$ cat src/rtl/traffic_pkg.sv
// Shared types and default timing constants for the traffic sensor front end.
package traffic_pkg;

    // Per-sensor debounce states; the level is high in STABLE_HI and PEND_LO.
    typedef enum logic [1:0] {
        STABLE_LO = 2'd0,
        PEND_HI   = 2'd1,
        STABLE_HI = 2'd2,
        PEND_LO   = 2'd3
    } deb_state_e;

    // 5 s controller step and 10 ms debounce at 100 MHz.
    localparam int unsigned TICK_CYCLES_5S = 32'd500000000;
    localparam int unsigned DEBOUNCE_10MS  = 32'd1000000;

endpackage

$ cat src/rtl/sensor_debounce.sv
// Two-flop synchroniser followed by a debounce FSM for one raw street sensor.
module sensor_debounce
    import traffic_pkg::*;
#(
    parameter int unsigned DEBOUNCE_CYCLES = DEBOUNCE_10MS,
    parameter int          CNT_W           = 32
) (
    input  logic clk,
    input  logic rst_n,
    input  logic raw,
    output logic deb
);

    // The first differing sample loads dcnt with 1, so the level flips on the
    // edge that sees the DEBOUNCE_CYCLES-th consecutive differing sample.
    localparam logic [CNT_W-1:0] DCNT_LAST = CNT_W'(DEBOUNCE_CYCLES - 1);

    logic             s1_q, s2_q;
    deb_state_e       state_q, state_d;
    logic [CNT_W-1:0] dcnt_q, dcnt_d;
    logic             deb_q, deb_d;

    // Bring the asynchronous raw input into the clock domain.
    always_ff @(posedge clk or negedge rst_n) begin
        if (!rst_n) begin
            s1_q <= 1'b0;
            s2_q <= 1'b0;
        end else begin
            s1_q <= raw;
            s2_q <= s1_q;
        end
    end

    // Next-state logic: wait for a run of differing samples, abandon on bounce.
    always_comb begin
        state_d = state_q;
        dcnt_d  = dcnt_q;
        deb_d   = deb_q;
        case (state_q)
            STABLE_LO, STABLE_HI: begin
                if (s2_q != deb_q) begin
                    state_d = (state_q == STABLE_LO) ? PEND_HI : PEND_LO;
                    dcnt_d  = CNT_W'(1);
                end
            end
            PEND_HI, PEND_LO: begin
                if (s2_q == deb_q) begin
                    state_d = (state_q == PEND_HI) ? STABLE_LO : STABLE_HI;
                    dcnt_d  = '0;
                end else if (dcnt_q == DCNT_LAST) begin
                    state_d = (state_q == PEND_HI) ? STABLE_HI : STABLE_LO;
                    deb_d   = ~deb_q;
                    dcnt_d  = '0;
                end else begin
                    dcnt_d  = dcnt_q + CNT_W'(1);
                end
            end
            default: begin
                state_d = STABLE_LO;
                dcnt_d  = '0;
                deb_d   = 1'b0;
            end
        endcase
    end

    // FSM state, run counter and the registered debounced level.
    always_ff @(posedge clk or negedge rst_n) begin
        if (!rst_n) begin
            state_q <= STABLE_LO;
            dcnt_q  <= '0;
            deb_q   <= 1'b0;
        end else begin
            state_q <= state_d;
            dcnt_q  <= dcnt_d;
            deb_q   <= deb_d;
        end
    end

    assign deb = deb_q;

endmodule

$ cat src/rtl/traffic_sensor_conditioner.sv
// Sensor front end for the traffic-light controller: debounced sensors,
// a one-cycle TICK enable per controller step, and per-window sticky flags.
module traffic_sensor_conditioner
    import traffic_pkg::*;
#(
    parameter int unsigned TICK_CYCLES     = TICK_CYCLES_5S,
    parameter int unsigned DEBOUNCE_CYCLES = DEBOUNCE_10MS,
    parameter int          CNT_W           = 32
) (
    input  logic CLK_100M,
    input  logic R,
    input  logic T_A_RAW,
    input  logic T_B_RAW,
    output logic TICK,
    output logic T_A,
    output logic T_B
);

    localparam logic [CNT_W-1:0] TCNT_LAST = CNT_W'(TICK_CYCLES - 1);

    logic             deb_a, deb_b;
    logic [1:0]       deb_v;
    logic             wrap;
    logic [CNT_W-1:0] tcnt_q, tcnt_d;
    logic             tick_q, tick_d;
    logic [1:0]       stk_q, stk_d;
    logic [1:0]       t_q, t_d;

    sensor_debounce #(.DEBOUNCE_CYCLES(DEBOUNCE_CYCLES), .CNT_W(CNT_W)) u_deb_a (
        .clk(CLK_100M), .rst_n(R), .raw(T_A_RAW), .deb(deb_a)
    );

    sensor_debounce #(.DEBOUNCE_CYCLES(DEBOUNCE_CYCLES), .CNT_W(CNT_W)) u_deb_b (
        .clk(CLK_100M), .rst_n(R), .raw(T_B_RAW), .deb(deb_b)
    );

    assign deb_v = {deb_b, deb_a};

    // Step counter and window capture; a deb change on the wrap edge itself
    // is not seen here (pre-edge value) and lands in the next window.
    always_comb begin
        wrap   = (tcnt_q == TCNT_LAST);
        tcnt_d = wrap ? '0 : tcnt_q + CNT_W'(1);
        tick_d = wrap;
        t_d    = t_q;
        stk_d  = stk_q | deb_v;
        if (wrap) begin
            t_d   = stk_q | deb_v;
            stk_d = '0;
        end
    end

    // Counter, tick pulse, sticky bits and the held window flags.
    always_ff @(posedge CLK_100M or negedge R) begin
        if (!R) begin
            tcnt_q <= '0;
            tick_q <= 1'b0;
            stk_q  <= '0;
            t_q    <= '0;
        end else begin
            tcnt_q <= tcnt_d;
            tick_q <= tick_d;
            stk_q  <= stk_d;
            t_q    <= t_d;
        end
    end

    assign TICK = tick_q;
    assign T_A  = t_q[0];
    assign T_B  = t_q[1];

endmodule

$ cat config.mk
export PLATFORM = sky130hd
export DESIGN_NAME = traffic_sensor_conditioner
export DESIGN_NICKNAME = d
export VERILOG_FILES = /design/src/rtl/traffic_pkg.sv /design/src/rtl/sensor_debounce.sv /design/src/rtl/traffic_sensor_conditioner.sv
export SDC_FILE = /design/constraint.sdc
export NUM_CORES = 1
export LEC_CHECK = 0
export ABC_AREA = 1
export CAP_MARGIN = 20
export CORE_MARGIN = 10
export CORE_UTILIZATION = 60
export CTS_BUF_LIST = sky130_fd_sc_hd__clkbuf_4
export DETAILED_ROUTE_END_ITERATION = 16
export PLACE_DENSITY = 0.75
export SYNTH_ARGS = -nofsm -noshare
export SYNTH_HDL_FRONTEND = slang
export SYNTH_SLANG_ARGS = --single-unit
$ cat constraint.sdc
create_clock -name CLK_100M -period 2.5 [get_ports CLK_100M]
set_input_delay 0.5 -clock CLK_100M [delete_from_list [all_inputs] [get_ports CLK_100M]]
set_output_delay 0.5 -clock CLK_100M [all_outputs]
set_load 0.1 [all_outputs]
**Word level (Yosys, flattened, before mapping)**

Cells that the tools add are included.

- Logic and storage cells: 73
- Register bits after elaboration: 111
- Output and inout bits: 3
- RAM bits: 0
- Memories kept: 0
- Input bits: 4
- Bits in latches: 0
- Memory bits (read-only): 0

- Bitwise operators: 5
- Shifts and indexed selects: 0
- Reduce and logical (&&, ||, !) cells: 10
- Divide/modulo/power cells: 0
- $lt $le $gt $ge: 0
- $mul: 0
- $add $sub $neg: 3
- Mux-type cells: 24
- Equality and inequality tests: 17

Operator list:

| kind | count |
|---|---|
| 2-to-1 mux 32 bit | 7 |
| case mux 32 bit (2 select lines) | 2 |
| adder 32 x 1 -> 32 bit, second input constant | 3 |
| equality test 32 x 20 -> 1 bit, second input constant | 2 |
| equality test 32 x 29 -> 1 bit, second input constant | 1 |
| 2-to-1 mux 2 bit | 13 |
| equality test 2 bit, second input constant | 4 |
| case mux 2 bit (2 select lines) | 2 |
| OR reduction 2 bit | 4 |
| != test 3 x 1 -> 1 bit, second input constant | 2 |
| AND reduction 3 bit | 2 |
| equality test 2 x 1 -> 1 bit, second input constant | 2 |
| zero test 2 bit | 2 |
| != test 2 x 1 -> 1 bit, second input constant | 2 |
| inverter 1 bit | 4 |
| AND reduction 2 bit | 2 |
| equality test 1 bit | 2 |
| != test 1 bit | 2 |
| bitwise OR 2 bit | 1 |

**Logic depth before layout (Yosys ltp)**

Gate-level depths: netlist of run 1.

- Depth in word-level cells: 5
- Gate-level depth with buffers: 11
- Mapped depth without buffers: 10

**Hierarchy**

Synthesis of run 1 repeated with hierarchy kept, for this count alone.

- Cells, all modules: 972
- Area, all modules: 6942.9 sq um

Modules (own cells, without submodules):

| module | sequential area each (sq um) | area an instance (sq um) | times used | cells each |
|---|---|---|---|---|
| sensor_debounce | 900.9 | 2426.1 | 2 | 339 |
| traffic_sensor_conditioner | 925.9 | 2090.8 | 1 | 294 |

**Worst setup path before layout of run 1**

No wires, ideal clock.

- Kind: register to register
- Start: reg u_deb_a.dcnt_q[0]
- End: reg u_deb_a.dcnt_q[27]
- Stages on the path, launching flop included: 12
- Arrival time: 1.478 ns
- Data required time: 2.435 ns
- Path buffers: 1
- Library setup time: 0.065 ns
- Period minus slack after synthesis: 1.543 ns
- Path slack: 0.957 ns
- Cells stage by stage: dfrtp_1 ha_1 nand2_2 nor2_4 nand2_2 clkinv_2 nand3_4 nor2_8 nor2_4 buf_6 nand3_1 nand2_1

- Cells in the longest elaborated chain, start to end: 4
- Elaborated cells between the ends (all ways): 5
- Classes of those cells: add/sub: 1; eq/ne: 1; mux: 3

Ends and longest elaborated chain:

| element | RTL line | source |
|---|---|---|
| start: declaration | sensor_debounce.sv:20 | `logic [CNT_W-1:0] dcnt_q, dcnt_d;` |
| start signal: assignment | sensor_debounce.sv:74 | `dcnt_q <= dcnt_d;` |
| adder 32 x 1 -> 32 bit / equality test 32 x 20 -> 1 bit (equally long branches) | sensor_debounce.sv:55, sensor_debounce.sv:50 |  |
| 2-to-1 mux 32 bit * | sensor_debounce.sv:50 | `end else if (dcnt_q == DCNT_LAST) begin` |
| 2-to-1 mux 32 bit * | sensor_debounce.sv:47 | `if (s2_q == deb_q) begin` |
| case mux 32 bit (2 select lines) * | sensor_debounce.sv:39 | `case (state_q)` |

Mark *: on every way between the ends. The rest lies on a longest branch, timed or not.
A chain may end at the register's enable or synchronous reset.

**Final worst setup path of run 1**

Ends and elaborated chain as after synthesis.

==> flow_summary.toml, run 1 <==
[finish]
final_area_sq_um = 7041
areaGrowthSynthToFinish_pct = 4.805
final_common_cell = "nand2_1"
antennaDiodeCount = 0
fillCellCount = 1016
layout_common_cells = "nand2_1, nor2_1, dfrtp_1"
multi_input_area_sq_um = 3506
final_layout_size_suffix_gt1_share_pct = 6.974
nets = 978
regArea_sq_um = 2728

[die]
core-area_sq_um = 10890
die_w_um = 125.8
pin_count = 7
die-area_sq_um = 15830
rows = 38
start_util_pct = 61.70
die_h_um = 125.8

[worst_setup_path]
crit_type = "reg2reg"
crit_fanout = 19
critPathLaunch = "u_deb_a.dcnt_q[0]"
worstPathArrival_ns = 2.32
crit_path_end_kind = "flop"
cp.required_ns = 2.92
slowest_stage = "dfrtp_1"
path_cells = "ha_1 > nand2_2 > nor2_4 > nand2_2 > clkinv_2 > nand3_4 > nor2_8 > nor2_4 > nand3_1 > nand2_1"
rr_startpoint = "u_deb_a.dcnt_q[0]"
cpPeakStageDelay_ns = 0.44
critPathLaunchType = "flop"

[route]
drt_first_pass_iters = 5
avgViaCountPerCell = 5.335
postRouteAntennaNets = 0
via_count = 5949
drt_wl_total_mm = 15.55
drc = 0
drt_iter0_drc = 590
wl_per_cell_um = 13.95

[pwr]
power_frac_comb_pct = 4.8
power.switching_w = 0.0007394
pwr_density_cell_nw_per_um2 = 393.1
power.internal_w = 0.002028
clkPwrFrac_pct = 30.4
p_sw_share_pct = 26.71
power.leakage_nw = 3.059
power_frac_seq_pct = 64.8
ir_worst_vdd_mv = 0.4292

[timing]
max_freq_ghz = 0.5263
setup_viol = 0
slew_viol_final = 0
final-hold-violation-count = 0
fin_crit_ns = 1.900
fin_tns_setup_ns = 0
rsz0062_at_grt = "no"
worst_pin_slew_ns = 0.6117
fin_crit_sh_pct = 76.00
skew_ns = 0.02034
relSlewSlack_pct = 59.22

[clock_network]
htree_levels = 3
clk_pin_slew_worst_paths_ns = 0.17
cts_tree = "built"
cts-resized-gates = 0
holdBufCountCts = 0
worstSkewPairLatency_ns = 0.49
cts_buffers = 9
clock_path_buffers = 2
post_cts_buffers = 0
root_buffer = "clkbuf_4"
clkSinkCount = 109

[synthesis]
synth_edf_count = 0
synth_area_sq_um = 6718
syn-instance-count = 961
synth.avg_cell_area_sq_um = 6.990
synth_fp_nets = 968
ys_types = 45
synth_flop_cell = "dfrtp_1"
ys_async_sr_fraction_pct = 100.0
synth-seq-cells = 109
yosys_warnings = 0
yosysSeqAreaShare_pct = 40.60

[global_route]
grt_overflow = 0
grt_max_degree = 110
grt_pass1_vias = 5502
antenna_found_initial = 0
grt_pass1_wl_mm = 26.77
grt_util_all_layers_pct = 20.07

[place]
port_buffers = 6
place.gp.congestion = 0.9553
dp_hpwl_mm = 11.48
placed_area_sq_um = 6919

[min_path]
min_path_type = "in2async"

[flow_run]
max_cap_violations = 0

[outcome]
outcome = "completed"
## Yosys cell counts, types with 4 or more instances
master,count,area share (%)
nand2_1,305,17
dfrtp_1,109,41
nand2_2,6,0.56
xnor2_1,8,1.0
nor2_4,7,1.2
nand3_1,57,4.2
nand3_2,5,0.75
nor2_2,12,1.1
o22ai_1,8,0.75
nor3_1,14,1.0
buf_2,4,0.30
inv_2,5,0.28
xor2_1,36,4.7
a21oi_1,9,0.67
o21ai_0,30,2.2
nand4_1,30,2.8
inv_1,103,5.8
nor2_1,160,8.9
o21ai_1,13,0.97
## path summary, 6_finish.rpt
| path | to | cells past startpoint | slack, ns |
|---|---|---|---|
| min in group CLK_100M | u_deb_a.s2_q | 0 | 0.36 |
| min reg2reg | u_deb_a.s2_q | 0 | 0.36 |
| max reg2reg | u_deb_a.dcnt_q[27] | 10 | 0.60 |
| max | u_deb_a.dcnt_q[27] | 10 | 0.60 |
| min | u_deb_b.dcnt_q[21] | 2 | 0.02 |
| max in group asynchronous | u_deb_b.dcnt_q[19] | 2 | 2.00 |
## final cells by class
cell class              instances  area share [%]
multi-input cells             731           49.80
inverters                     109           5.829
flip-flops and latches        109           38.74
clock buffers                   9          0.9597
well taps                     140           2.488
repair buffers                 11           1.422
clock inverters                 6          0.7642
## power by group through the flow
stage | combinational (W) | clock (W) | sequential [W]
global route | 0.000151 | 0.000947 | 0.00180
global placement | 0.000134 | 0 | 0.00182
CTS | 0.000135 | 0.000876 | 0.00179
detailed placement | 0.000134 | 0 | 0.00183
floorplan | 0.0000692 | 0 | 0.00182
finish | 0.000132 | 0.000842 | 0.00179
## per-stage QoR
step | hold WS [ns] | instances | setup slack (ns) | util (%) | total power, W
floorplan | 0.2044 | 961 | 0.9572 | - | 0.001892
global placement | 0.3337 | 1100 | 0.6694 | 63.55 | 0.001958
finish | 0.01649 | 1115 | 0.6001 | 64.66 | 0.002768
CTS | 0.05945 | 1115 | 0.5863 | 64.66 | 0.002804
global route | 0.05286 | 1115 | 0.4537 | 64.66 | 0.002896
detailed placement | 0.3404 | 1100 | 0.6255 | 63.55 | 0.001959
## worst max-delay path, delay by kind of cell, from the launching register on
family,cells,cell delay [ns]
simple gates,8,1.07
fa+ha+maj,1,0.24
buf+inv,1,0.09
flops,1,0.44
## layer usage
layer | global-route usage (%) | vias up | routed length (um)
met3 | 4.824 | 25 | 935
li1 | - | 3062 | -
met1 | 28.64 | 2688 | 7701
met2 | 29.65 | 174 | 6646
met4 | 5.559 | 0 | 266
met5 | 0 | - | 0
## cells by family (layout without fill, tap and decap cells)
kind of cell / count (synthesis) / count (layout) / synth area share, %
simple gates: 613 / 613 / 39.86
buf+inv: 121 / 135 / 7.208
flops: 109 / 109 / 40.60
compound gates: 70 / 70 / 5.793
xor+xnor: 45 / 45 / 5.979
fa+ha+maj: 3 / 3 / 0.5588
## flip-flops by register name, indices dropped and copies added (netlist names), 2 cells and up
name and cells:
tcnt_q 32, u_deb_a.dcnt_q 32, u_deb_b.dcnt_q 32, stk_q 2, t_q 2
(Power assumes the default switching activity.)
==> run 2, diff against run 1 <==
==> constraint.sdc (replaced) <==
create_clock -name CLK_100M -period 1.9 [get_ports CLK_100M]
set_input_delay 0.38 -clock CLK_100M [delete_from_list [all_inputs] [get_ports CLK_100M]]
set_output_delay 0.38 -clock CLK_100M [all_outputs]
set_load 0.1 [all_outputs]
==> flow_summary.toml, run 2 (synthesis gave the netlist of run 1 again) <==
[clock_network]
cts_buffers = 9
clock_path_buffers = 2
root_buffer = "clkbuf_4"
clk_pin_slew_worst_paths_ns = 0.17
htree_levels = 3
clkSinkCount = 109
worstSkewPairLatency_ns = 0.50
cts_tree = "built"

[route]
avgViaCountPerCell = 5.339
postRouteAntennaNets = 0
drt_iter0_drc = 589
via_count = 6033
drt_wl_total_mm = 15.77
drt_first_pass_iters = 5
drc = 0
wl_per_cell_um = 13.96

[timing]
fin_tns_setup_ns = 0
skew_ns = 0.01534
max_freq_ghz = 0.5701
final-hold-violation-count = 0
relSlewSlack_pct = 67.06
setup_ws_ns = 0.1459
fin_crit_sh_pct = 92.32
fin_crit_ns = 1.754
slew_viol_final = 0
setup_viol = 0
worst_pin_slew_ns = 0.4896

[worst_setup_path]
r2r_cells = 8
cp_common_cell = "nor2_1"
cpPeakStageDelay_ns = 0.40
crit_fanout = 9
rr_startpoint = "tcnt_q[0]"
slowest_stage = "dfrtp_1"
worstPathArrival_ns = 2.15
crit_path_end_kind = "flop"
path_cells = "ha_1 > nand3_2 > nor3_4 > inv_2 > nor2_1 > nand2_2 > nand2_1 > nor2_1"
cp.required_ns = 2.30
r2r-end = "tcnt_q[18]"
reg2reg_slack_ns = 0.15
crit_type = "reg2reg"
critPathLaunchType = "flop"

[die]
die-area_sq_um = 15830
rows = 38
die_w_um = 125.8
die_h_um = 125.8
core-area_sq_um = 10890
start_util_pct = 61.70
pin_count = 7

[min_path]
min_path_type = "in2reg"
hold_path_depth = 1
hold_end = "u_deb_b.s1_q"
hold_start = "T_B_RAW"

[finish]
final_area_sq_um = 7222
layout_common_cells = "nand2_1, nor2_1, dfrtp_1"
reg_top3 = "tcnt_q (32), u_deb_a.dcnt_q (32), u_deb_b.dcnt_q (32)"
areaGrowthSynthToFinish_pct = 7.506
multi_input_area_sq_um = 3516
nets = 992
antennaDiodeCount = 0
fillCellCount = 1004
final_common_cell = "nand2_1"
final_layout_size_suffix_gt1_share_pct = 8.485
regArea_sq_um = 2728

[place]
dp_hpwl_mm = 12.17
place.gp.congestion = 0.9320
place_ws_ns = 0.04637
placed_area_sq_um = 7022
port_buffers = 6

[global_route]
grt_util_all_layers_pct = 20.17
grt_max_degree = 37
antenna_found_initial = 0
grt_pass1_vias = 5535
grt_pass1_wl_mm = 26.75
grt_overflow = 0

[outcome]
outcome = "completed"

[pwr]
pwr_density_cell_nw_per_um2 = 508.5
ir_worst_vdd_mv = 0.4793
power.leakage_nw = 3.161

[flow_run]
max_cap_violations = 0
==> run 2: worst max-delay path by stage <==
stage	startpoint	slack, ns	end
CTS	u_deb_a.dcnt_q[0]	0.009	u_deb_a.dcnt_q[24]
global route	u_deb_a.dcnt_q[0]	-0.009	u_deb_a.dcnt_q[28]
floorplan	u_deb_a.dcnt_q[0]	0.36	u_deb_a.dcnt_q[27]
finish	tcnt_q[0]	0.15	tcnt_q[18]
detailed placement	u_deb_a.dcnt_q[0]	0.05	u_deb_a.dcnt_q[24]
global placement	u_deb_a.dcnt_q[0]	0.13	u_deb_a.dcnt_q[29]
==> run 2: per-stage QoR <==
stage,instances,util [%],total power [W],hold slack (ns)
after detailed placement,1107,64.49,0.002589,0.3291
after floorplan,961,-,0.002490,0.08441
after global placement,1107,64.49,0.002588,0.3287
after global routing,1130,66.33,0.003838,0.2493
after CTS,1124,65.71,0.003702,0.2713
final,1130,66.33,0.003673,0.2977
==> run 2: final cells by class <==
cell class	instances	share of cell area (%)
multi-input combinational	731	48.68
inverter	109	5.683
timing repair buffer	25	3.742
tap	140	2.426
clock buffer	9	0.9356
sequential	109	37.77
clock inverter	7	0.7623
==> run 2: routing by layer <==
layer  routed length, um  global-route usage [%]  vias up
li1                    -                       -     3084
met4                 244                   5.693        0
met2                6874                   29.80      184
met5                   0                       0        -
met3                1059                   5.034       23
met1                7595                   28.65     2742
==> run 2: what timing repair did <==
action | CTS | global route
hold buffers | 1 | 0
setup buffers | 0 | 6
setup endpoints to repair | 0 | 26
gates resized for setup | 0 | 3
endpoints found under the hold margin | 23 | 0
==> run 2: critical path: cells and delay by family (launching register included) <==
kind          cells  cell delay (ns)
flops             1             0.40
fa+ha+maj         1             0.21
simple gates      6             0.96
buf+inv           1             0.10
==> run 2: report_power, final <==
part / leakage, nW / switching, W / internal [W]
Clock: 0.0690 / 0.000825 / 0.000288
Combinational: 1.60 / 0.000136 / 0.0000634
Sequential: 1.49 / 0.0000189 / 0.00234
==> run 3, diff against run 2 <==
--- a/config.mk
+++ b/config.mk
@@ -7,6 +7,7 @@
 export LEC_CHECK = 0
 export ABC_AREA = 1
 export CAP_MARGIN = 20
+export CORE_ASPECT_RATIO = 1.1
 export CORE_MARGIN = 10
 export CORE_UTILIZATION = 60
 export CTS_BUF_LIST = sky130_fd_sc_hd__clkbuf_4
==> flow_summary.toml, run 3 (synthesis gave the netlist of run 1 again) <==
[route]
routed.top_layer = "met4"
wl_per_cell_um = 13.47
drt_iter0_drc = 444
drt_first_pass_iters = 5
dr_wl_met3_um = 826
via_count = 6111
wl_met1_mm = 7.036
drt_wl_total_mm = 15.35
avgViaCountPerCell = 5.365
drc = 0
wl_met2_mm = 7.158
postRouteAntennaNets = 0

[worst_setup_path]
crit_path_end_kind = "flop"
reg2reg_slack_ns = 0.17
slowest_stage = "dfrtp_1"
path_cells = "ha_1 > nand3_2 > nor3_4 > nand2_1 > nor2_4 > buf_4 > nor2_1"
r2r_cells = 7
cpPeakStageDelay_ns = 0.41
cp.required_ns = 2.30
critPathLaunchType = "flop"
r2r-end = "tcnt_q[13]"
critPathBufInv = 1
cp_top_family = "simple AND/OR/NAND/NOR gates"
rr_startpoint = "tcnt_q[0]"
crit_type = "reg2reg"
crit_fanout = 6
worstPathArrival_ns = 2.13

[clock_network]
cts_tree = "built"
clkSinkCount = 109
root_buffer = "clkbuf_4"
clock_path_buffers = 2
clk_pin_slew_worst_paths_ns = 0.17
cts_buffers = 9
htree_levels = 3
worstSkewPairLatency_ns = 0.50

[timing]
rsz0062_at_grt = "no"
worst_pin_slew_ns = 0.4227
max_freq_ghz = 0.5785
setup_viol = 0
fin_crit_ns = 1.729
fin_hold_ws_ns = 0.3063
relSlewSlack_pct = 71.82
fin_crit_sh_pct = 90.98
setup_ws_ns = 0.1714
final-hold-violation-count = 0
fin_tns_setup_ns = 0
slew_viol_final = 0
skew_ns = 0.01363

[outcome]
outcome = "completed"

[die]
start_util_pct = 61.29
die_h_um = 131.0
die-area_sq_um = 15830
rows = 40
die_w_um = 120.9
pin_count = 7
core-area_sq_um = 10960

[global_route]
antenna_found_initial = 0
grt_pass1_wl_mm = 26.53
grt_util_all_layers_pct = 20.45
grt_overflow = 0
grt_max_degree = 31
grt_pass1_vias = 5771

[place]
port_buffers = 6
place_ws_ns = 0.06482
place.gp.congestion = 0.9625
dp_hpwl_mm = 11.55

[min_path]
hold_start = "T_B_RAW"
hold_end = "u_deb_b.s1_q"
hold_path_depth = 1
min_path_type = "in2reg"

[finish]
final_layout_size_suffix_gt1_share_pct = 8.770
reg_top3 = "tcnt_q (32), u_deb_a.dcnt_q (32), u_deb_b.dcnt_q (32)"
antennaDiodeCount = 0
areaGrowthSynthToFinish_pct = 8.847
layout_common_cells = "nand2_1, nor2_1, dfrtp_1"
nets = 994
fillCellCount = 981
final_common_cell = "nand2_1"

[pwr]
pwr_density_cell_nw_per_um2 = 538.1
power.leakage_nw = 3.192
ir_worst_vdd_mv = 0.6445
power_w = 0.003935

[flow_run]
max_cap_violations = 0
==> run 3: how the worst max path moves through the flow <==
stage	startpoint	end	slack [ns]	cells after the start
floorplan	u_deb_a.dcnt_q[0]	u_deb_a.dcnt_q[27]	0.36	11
finish	tcnt_q[0]	tcnt_q[13]	0.17	7
global route	u_deb_b.dcnt_q[1]	u_deb_b.dcnt_q[30]	0.005	10
detailed placement	u_deb_a.dcnt_q[0]	u_deb_a.dcnt_q[29]	0.06	10
CTS	u_deb_a.dcnt_q[0]	u_deb_a.dcnt_q[3]	0.01	10
global placement	u_deb_a.dcnt_q[0]	u_deb_a.dcnt_q[29]	0.10	10
==> run 3: final cells by class <==
class | instances | area (sq um) | share of cell area, %
timing repair buffer | 26 | 290.3 | 3.970
inverter | 109 | 410.4 | 5.613
clock inverter | 7 | 105.1 | 1.437
tap | 147 | 183.9 | 2.515
sequential | 109 | 2728 | 37.30
multi-input combinational | 732 | 3527 | 48.24
clock buffer | 9 | 67.56 | 0.9240
==> run 3: report_power, final <==
| group | switching, W | internal (W) |
|---|---|---|
| Sequential | 0.0000165 | 0.00234 |
| Clock | 0.000828 | 0.000554 |
| Combinational | 0.000135 | 0.0000591 |
| Total | 0.000980 | 0.00295 |
==> run 3: per-layer routing <==
| layer | up-vias | global-route usage, % |
|---|---|---|
| met5 | - | 0 |
| met2 | 183 | 33.79 |
| li1 | 3099 | - |
| met4 | 0 | 7.813 |
| met1 | 2801 | 26.26 |
| met3 | 28 | 3.562 |
==> run 3: timing repair <==
item,4_1_cts,5_1_grt
hold endpoints to repair,25,0
endpoints found under the setup margin,0,51
setup buffers,0,5
hold buffers,1,0
resized for setup,0,4
==> run 3: per-stage QoR <==
stage          utilization [%]  cell area (sq um)  std cells
6_report                 66.71               7312       1139
3_5_place_dp             64.28               7046       1116
4_1_cts                  65.95               7228       1133
3_3_place_gp             64.28               7046       1116
5_1_grt                  66.71               7312       1139
2_1_floorplan                -               6718        961
